## src/rtl/pa_fdsu_pkg.sv

```systemverilog
// Shared constants, helpers and beat type for the FDSU normaliser datapath.
package pa_fdsu_pkg;

    localparam int FDSU_FRAC_W = 52;
    localparam int FDSU_EXP_W  = 13;

    // Ceiling log2, usable in constant expressions.
    function automatic int fdsu_clog2(input int value);
        int result;
        result = 0;
        for (int i = 0; i < 31; i++) begin
            if ((1 << i) < value) begin
                result = i + 1;
            end
        end
        return result;
    endfunction

    localparam int FDSU_LZ_W = fdsu_clog2(FDSU_FRAC_W);

    // One in-flight normaliser beat at the default FDSU widths.
    typedef struct packed {
        logic [FDSU_FRAC_W-1:0] frac;
        logic [FDSU_LZ_W-1:0]   lz;
        logic [FDSU_EXP_W-1:0]  exp;
        logic                   cnt_only;
        logic                   zero;
    } norm_beat_t;

endpackage

```

## src/rtl/pa_fdsu_norm_step.sv

```systemverilog
// Combinational slice of the leading-one barrel: steps FIRST_K down to LAST_K.
// Each step shifts left by 2^k when the top 2^k bits are all zero and adds 2^k
// to the running leading-zero count.
module pa_fdsu_norm_step
    import pa_fdsu_pkg::*;
#(
    parameter int FRAC_W  = FDSU_FRAC_W,
    parameter int LZ_W    = FDSU_LZ_W,
    parameter int FIRST_K = 5,
    parameter int LAST_K  = 3
) (
    input  logic [FRAC_W-1:0] frac_i,
    input  logic [LZ_W-1:0]   lz_i,
    output logic [FRAC_W-1:0] frac_o,
    output logic [LZ_W-1:0]   lz_o
);

    localparam int N_STEP = FIRST_K - LAST_K + 1;

    genvar gi;
    generate
        for (gi = 0; gi < N_STEP; gi++) begin : g_step
            localparam int SH = 1 << (FIRST_K - gi);
            logic [FRAC_W-1:0] frac_cur;
            logic [FRAC_W-1:0] frac_nxt;
            logic [LZ_W-1:0]   lz_cur;
            logic [LZ_W-1:0]   lz_nxt;
            logic              top_zero;

            if (gi == 0) begin : g_head
                assign frac_cur = frac_i;
                assign lz_cur   = lz_i;
            end else begin : g_chain
                assign frac_cur = g_step[gi-1].frac_nxt;
                assign lz_cur   = g_step[gi-1].lz_nxt;
            end

            assign top_zero = ~|frac_cur[FRAC_W-1 -: SH];
            assign frac_nxt = top_zero ? (frac_cur << SH) : frac_cur;
            assign lz_nxt   = top_zero ? (lz_cur + LZ_W'(SH)) : lz_cur;
        end
    endgenerate

    assign frac_o = g_step[N_STEP-1].frac_nxt;
    assign lz_o   = g_step[N_STEP-1].lz_nxt;

endmodule

```

## src/rtl/pa_fdsu_norm_pipe.sv

```systemverilog
// Pipelined leading-one normaliser: left-justifies the fraction, reports
// -(leading zeros) and the adjusted exponent, with valid/ready and flush.
module pa_fdsu_norm_pipe
    import pa_fdsu_pkg::*;
#(
    parameter int FRAC_W   = FDSU_FRAC_W,
    parameter int EXP_W    = FDSU_EXP_W,
    parameter int PIPE_STG = 2
) (
    input  logic              clk_i,
    input  logic              rst_i,
    input  logic              flush_i,
    input  logic              in_valid_i,
    output logic              in_ready_o,
    input  logic [FRAC_W-1:0] in_frac_i,
    input  logic [EXP_W-1:0]  in_exp_i,
    input  logic              in_cnt_only_i,
    output logic              out_valid_o,
    input  logic              out_ready_i,
    output logic [FRAC_W-1:0] out_frac_o,
    output logic [EXP_W-1:0]  out_bin_val_o,
    output logic [EXP_W-1:0]  out_exp_o,
    output logic              out_zero_o
);

    localparam int S         = fdsu_clog2(FRAC_W);
    localparam int LZ_W      = S;
    localparam int STEP_BASE = S / PIPE_STG;
    localparam int STEP_REM  = S % PIPE_STG;

    // raw keeps the unshifted fraction so count-only beats can bypass the barrel.
    typedef struct packed {
        logic [FRAC_W-1:0] frac;
        logic [FRAC_W-1:0] raw;
        logic [LZ_W-1:0]   lz;
        logic [EXP_W-1:0]  exp;
        logic              cnt_only;
        logic              zero;
    } beat_t;

    beat_t               beat_q  [PIPE_STG];
    beat_t               beat_d  [PIPE_STG];
    beat_t               stg_in  [PIPE_STG];
    beat_t               stg_out [PIPE_STG];
    logic [PIPE_STG-1:0] v_q;
    logic [PIPE_STG-1:0] v_d;
    logic [PIPE_STG-1:0] stg_rdy;
    logic [PIPE_STG-1:0] up_v;

    genvar gi;
    generate
        for (gi = 0; gi < PIPE_STG; gi++) begin : g_stage
            // Earlier stages take the extra barrel step when S does not divide evenly.
            localparam int N_STEP  = STEP_BASE + ((gi < STEP_REM) ? 1 : 0);
            localparam int OFF     = gi * STEP_BASE + ((gi < STEP_REM) ? gi : STEP_REM);
            localparam bit IS_LAST = (gi == PIPE_STG - 1);
            logic [FRAC_W-1:0] frac_sh;
            logic [LZ_W-1:0]   lz_sh;

            if (gi == 0) begin : g_entry
                assign stg_in[gi] = '{frac: in_frac_i, raw: in_frac_i, lz: LZ_W'(0),
                                      exp: in_exp_i, cnt_only: in_cnt_only_i,
                                      zero: ~|in_frac_i};
            end else begin : g_link
                assign stg_in[gi] = beat_q[gi-1];
            end

            pa_fdsu_norm_step #(
                .FRAC_W (FRAC_W),
                .LZ_W   (LZ_W),
                .FIRST_K(S - 1 - OFF),
                .LAST_K (S - OFF - N_STEP)
            ) u_step (
                .frac_i(stg_in[gi].frac),
                .lz_i  (stg_in[gi].lz),
                .frac_o(frac_sh),
                .lz_o  (lz_sh)
            );

            assign stg_out[gi] = '{
                frac:     (IS_LAST && stg_in[gi].cnt_only) ? stg_in[gi].raw : frac_sh,
                raw:      stg_in[gi].raw,
                lz:       lz_sh,
                exp:      stg_in[gi].exp,
                cnt_only: stg_in[gi].cnt_only,
                zero:     stg_in[gi].zero
            };
        end
    endgenerate

    // Ready chain from the output back, then per-stage load with bubble collapse and flush.
    always_comb begin
        stg_rdy[PIPE_STG-1] = ~v_q[PIPE_STG-1] | out_ready_i;
        for (int j = PIPE_STG - 2; j >= 0; j--) begin
            stg_rdy[j] = ~v_q[j] | stg_rdy[j+1];
        end
        up_v[0] = in_valid_i;
        for (int j = 1; j < PIPE_STG; j++) begin
            up_v[j] = v_q[j-1];
        end
        for (int j = 0; j < PIPE_STG; j++) begin
            v_d[j]    = v_q[j];
            beat_d[j] = beat_q[j];
            if (stg_rdy[j]) begin
                v_d[j] = up_v[j];
                if (up_v[j]) begin
                    beat_d[j] = stg_out[j];
                end
            end
            if (flush_i) begin
                v_d[j] = 1'b0;
            end
        end
    end

    // Stage registers; reset clears data too so outputs start at zero.
    always_ff @(posedge clk_i) begin
        if (rst_i) begin
            v_q <= '0;
            for (int j = 0; j < PIPE_STG; j++) begin
                beat_q[j] <= '0;
            end
        end else begin
            v_q <= v_d;
            for (int j = 0; j < PIPE_STG; j++) begin
                beat_q[j] <= beat_d[j];
            end
        end
    end

    // A zero fraction runs every barrel step, so its count is forced to FRAC_W here.
    logic [EXP_W-1:0] lz_ext;
    assign lz_ext = beat_q[PIPE_STG-1].zero ? EXP_W'(FRAC_W) : EXP_W'(beat_q[PIPE_STG-1].lz);

    assign in_ready_o    = stg_rdy[0];
    assign out_valid_o   = v_q[PIPE_STG-1];
    assign out_frac_o    = beat_q[PIPE_STG-1].frac;
    assign out_zero_o    = beat_q[PIPE_STG-1].zero;
    assign out_bin_val_o = -lz_ext;
    assign out_exp_o     = beat_q[PIPE_STG-1].exp + out_bin_val_o;

endmodule
```

## config.mk

```make
export PLATFORM = sky130hd
export DESIGN_NAME = pa_fdsu_norm_pipe
export DESIGN_NICKNAME = d
export VERILOG_FILES = /design/src/rtl/pa_fdsu_pkg.sv /design/src/rtl/pa_fdsu_norm_step.sv /design/src/rtl/pa_fdsu_norm_pipe.sv
export SDC_FILE = /design/constraint.sdc
export NUM_CORES = 1
export LEC_CHECK = 0
export CELL_PAD_IN_SITES_DETAIL_PLACEMENT = 0
export CELL_PAD_IN_SITES_GLOBAL_PLACEMENT = 2
export CORE_UTILIZATION = 35
export DETAILED_ROUTE_END_ITERATION = 16
export PLACE_DENSITY_LB_ADDON = 0.1
export SETUP_SLACK_MARGIN = 0.05
export SLEW_MARGIN = 20
export SYNTH_ARGS = -nofsm -noshare
export SYNTH_HDL_FRONTEND = slang
export SYNTH_SLANG_ARGS = --single-unit
```

## constraint.sdc

```tcl
create_clock -name clk_i -period 8.35 [get_ports clk_i]
set_input_delay 0.835 -clock clk_i [delete_from_list [all_inputs] [get_ports clk_i]]
set_output_delay 0.835 -clock clk_i [all_outputs]
set_load 0.1 [all_outputs]
```

## After elaboration in Yosys (flattened, before gate mapping)

Memories as Yosys holds them, arrays and structs flattened.
Cells that the tools add are included.

- Flip-flop bits (word level): 2
- Memory bits (writable): 250
- Output and inout bits: 81
- Word-level logic and storage cells: 47
- Memories: 1

- Add/subtract/negate cells: 7
- Muxes and demuxes: 23
- Bitwise operators: 6
- Reduce and logical (&&, ||, !) cells: 8

Memory list:

| memory | depth | width | rd ports | clocked after memory_dff | write ports | line | RTL |
|---|---|---|---|---|---|---|---|
| beat_q | 2 | 125 | 2 | 0 | 2 | pa_fdsu_norm_pipe.sv:41 | `beat_t beat_q [PIPE_STG];` |

Operators with widths:

| cell | number |
|---|---|
| $mux 125 | 6 |
| $mux 52 | 7 |
| $reduce_or 52->1 | 1 |
| $mux 6 | 7 |
| $reduce_or 32->1 | 1 |
| $reduce_or 16->1 | 1 |
| $add 13x13->13 | 1 |
| $neg 6->13 | 1 |
| $reduce_or 8->1 | 1 |
| $add 6x1->6 const B | 1 |
| $add 6x2->6 const B | 1 |
| $add 6x3->6 const B | 1 |
| $add 6x4->6 const B | 1 |
| $add 6x5->6 const B | 1 |
| $or 1x1->1 | 4 |
| $reduce_or 2->1 | 2 |
| $reduce_or 4->1 | 1 |
| $mux 1 | 3 |
| $not 1->1 | 2 |
| $logic_not 1->1 | 1 |

## Depth between registers and ports, before layout

An unclocked memory read counts as a cell.

- Depth in word-level cells: 10
- Mapped depth: 12
- Mapped depth without buffers: 12

## Cells and area by module

A second synthesis with hierarchy kept.

- Cell total of the unflattened synthesis: 1574
- Area total of the unflattened synthesis: 12260.5 µm²

By module, submodules not included:

| module | times used | cells each | area an instance (µm²) | seq. area each (µm²) |
|---|---|---|---|---|
| pa_fdsu_norm_pipe | 1 | 1041 | 8608.3 | 3983.8 |
| pa_fdsu_norm_step (g_stage[1].u_step) | 1 | 334 | 2078.2 | 0.0 |
| pa_fdsu_norm_step (g_stage[0].u_step) | 1 | 199 | 1574.0 | 0.0 |

## Worst setup path before layout

OpenSTA, ideal clock, no wires.

- Kind: register -> output
- From: memory beat_q[0][125] (netlist bit)
- To: output out_exp_o[12]
- Arrival: 6.209 ns
- Required time: 7.515 ns
- Path slack: 1.306 ns
- Stages on the path, launching flop included: 11
- Path buffers: 0
- Cells stage by stage: dfxtp_1 nand2b_1 ha_1 xor2_1 ha_1 a211o_1 a2111oi_0 o31ai_1 nor2_1 a21oi_1 xnor2_1

RTL lines:

| element | line | RTL |
|---|---|---|
| start: declaration | pa_fdsu_norm_pipe.sv:41 |  |
| end: declaration | pa_fdsu_norm_pipe.sv:22 | `output logic [EXP_W-1:0] out_exp_o,` |

==> qor.csv <==
stage,metric,value,unit
yosys,ys flop type,dfxtp_1,
yosys,share of the synthesized area in the top cell type,35.60,%
place,hpwl dp,28410,um
worst_setup_path,CP Data Arrival Time,4.77,ns
clocking,clock buffer depth,2,
clocking,TritonCTS buffer count,17,
worst_setup_path,crit-path max FO,9,
yosys,Area contributors post-synth,"dfxtp_1 36%, nand2_1 9.7%, mux2i_1 8.6%, a21oi_1 5.7%, o211a_1 4.0%",
pwr,power per cell area,192.5,nW/um2
route,DR pass1 iterations,14,
yosys,largest area contributor in the netlist,dfxtp_1,
min_path,Hold WC Path Type,register to register,
die,Chip Height,179.4,um
cells_and_area,P&R area growth vs syn,16.68,%
yosys,mean area per synthesized cell,7.969,um2
clocking,Clock Latency Late Sink,0.45,ns
clocking,"Reg clk slew, reported paths",0.07,ns
sta,setup tns final,0,ns
sta,Final setup violation count,0,
pwr,Pleak,0.005223,uW
worst_setup_path,startpoint types,register,
sta,Max Clock Skew,0.01012,ns
grt,initial antenna violation count,0,
die,number of cell rows,64,
sta,Final Cycle Share,67.09,%
sta,unrepaired setup endpoints after global routing,no,
place,placed cells,1776,
grt,largest net degree at the start of global routing,92,
worst_setup_path,CP required,7.52,ns
clocking,CTS tree,done,
worst_setup_path,kind of critical path,register to primary output,
clocking,cts-stage hold buffer count,0,
yosys,Yosys Warn Count,0,
run_status,status,"finished, final reports clean",
sta,post-route setup slack,2.748,ns
sta,worst hold slack,0.4553,ns
die,Die ar.,32200,um2
cells_and_area,layout net count,1484,
yosys,Synth Instances,1383,
grt,Total GRT Usage,25.33,%
clocking,H-tree depth,4,
clocking,# Post-CTS Setup Buffers,0,
clocking,number of clock sinks,196,
die,die width,179.4,um
clocking,Post-CTS Resized,0,
die,Initial Util,35.84,%
worst_setup_path,crit path capture type,primary output,
sta,max-slew violations,0,
cells_and_area,post-layout utilization of the core,41.82,%
flow_run,maxcap violations,0,
cells_and_area,diode count,0,
place,Placer Congestion,0.8784,
sta,worst relative slew slack,27.18,%
yosys,Post-synth top cells,"286 x nand2_1, 196 x dfxtp_1, 126 x a21oi_1",
route,Post-DRT Antenna Nets,0,
route,via count,10371,
yosys,"FFs w/ async S/R, synth",0,%
yosys,Post-synth EDFFs,0,
yosys,Syn Nets,1468,
die,core area,30750,um2
grt,vias in the first global route,9960,
yosys,post-synth cell types,60,
route,mean routed wirelength per cell,22.74,um
yosys,Syn Std Cell Area,11020,um2
sta,Final Hold Violating Endpoints,0,
place,DP Worst Slack,3.247,ns
route,routed wire length,41100,um
yosys,most common cell in the netlist,nand2_1,
route,Via density,5.739,
sta,Max Clk Rate,0.1785,GHz
yosys,register area share after synthesis,35.60,%
yosys,Synth Register Bits,196,
grt,global-route wire length before repair,62820,um
die,IO Pins,152,
sta,Slew @ Worst Pin,1.092,ns
cells_and_area,Post-Layout Cell Count,1807,
route,DRT iter0 DRCs,849,
pwr,Max VDD drop,144.1,uV
place,PortBufs,151,
clocking,CTS root buf,clkbuf_16,
grt,GRT overflow,0,
route,DR DRC count,0,
cells_and_area,FILL cells,3204,
cells_and_area,layout cells sized above 1,4.607,%
sta,clock period minus worst slack,5.602,ns
## path summary, 6_finish.rpt
check             cells after the start                          end                   startpoint  slack, ns
setup / recovery                     11                out_exp_o[12]  beat_q[0][125]$_SDFFE_PP0P_       2.75
hold / removal                        2   beat_q[0][21]$_SDFFE_PP0P_   beat_q[0][21]$_SDFFE_PP0P_       0.46
setup reg to reg                      6  beat_q[0][246]$_SDFFE_PP0P_  beat_q[0][124]$_SDFFE_PP0P_       5.34
hold reg to reg                       2   beat_q[0][21]$_SDFFE_PP0P_   beat_q[0][21]$_SDFFE_PP0P_       0.46
## per-stage QoR
| stage | power, uW | area, um2 |
|---|---|---|
| final | 2476 | 12860 |
| after global routing | 2582 | 12860 |
| after CTS | 2500 | 12860 |
| after detailed placement | 1691 | 12320 |
| after global placement | 1690 | 12310 |
| after floorplan | 1500 | 11020 |
## flip-flops by register name, indices dropped and copies added, names as in the netlist
signal and count:
beat_q 194, v_q 2
## power by group
group / internal, uW / switching [uW]
Sequential: 979 / 39.5
Clock: 412 / 392
Combinational: 198 / 454
Total: 1590 / 885
## cell usage in the layout, fill, tap and decap left out, types with 6 or more instances in the layout
master / netlist / layout
buf_4: 55 / 19
a31oi_1: 10 / 10
a311o_1: 11 / 11
and2_1: 7 / 6
o211a_1: 44 / 44
xnor2_1: 10 / 10
or4_1: 6 / 6
a221o_1: 7 / 7
nor2_1: 72 / 72
nand2_1: 286 / 285
o211ai_1: 9 / 9
and3_1: 7 / 7
nor4_1: 14 / 13
clkbuf_16: 0 / 17
a221oi_1: 20 / 20
clkdlybuf4s50_1: 0 / 150
or3_1: 8 / 8
a32o_1: 41 / 41
a22oi_1: 17 / 17
o21ai_0: 37 / 37
ha_1: 13 / 13
a211oi_1: 12 / 12
nor3_1: 28 / 28
nand3_1: 51 / 51
dfxtp_1: 196 / 196
mux2i_1: 95 / 95
inv_1: 11 / 10
a21o_1: 7 / 7
a21oi_1: 126 / 126
## layer usage
metal / vias up / global-route usage [%] / share of wire, %
met1: 4989 / 35.19 / 48
met2: 345 / 39.77 / 45
li1: 5003 / - / -
met3: 34 / 5.652 / 5.9
met5: - / 0 / 0
met4: 0 / 5.828 / 1.4
## cell families (layout without fill, tap and decap cells)
family          Yosys count  count (layout)  share of synthesized area, %
xor+xnor                 14              14                         1.113
compound gates          380             380                         24.93
simple gates            500             500                         19.70
flops                   196             196                         35.60
fa+ha+maj                14              14                         1.658
buf+inv                 184             212                         8.367
mux                      95              95                         8.629
## final cells by class
type / count / area (um2) / area share [%]
Tap cell: 396 / 495.5 / 3.853
Timing Repair Buffer: 169 / 1644 / 12.79
Sequential cell: 196 / 3924 / 30.51
Clock inverter: 11 / 105.1 / 0.8174
Multi-Input combinational cell: 1003 / 6207 / 48.27
Inverter: 12 / 46.29 / 0.3600
Clock buffer: 20 / 436.7 / 3.396
## critical path, stage by stage (launching register included)
cell	delay, ns
dfxtp_1	0.48
nand2b_1	0.18
ha_1	0.25
xor2_1	0.24
ha_1	0.33
a211o_1	0.35
a2111oi_0	0.69
o31ai_1	0.19
nor2_1	0.20
a21oi_1	0.11
xnor2_1	0.15
clkdlybuf4s50_1	1.14
No activity file was read; power rests on OpenSTA's default activity.
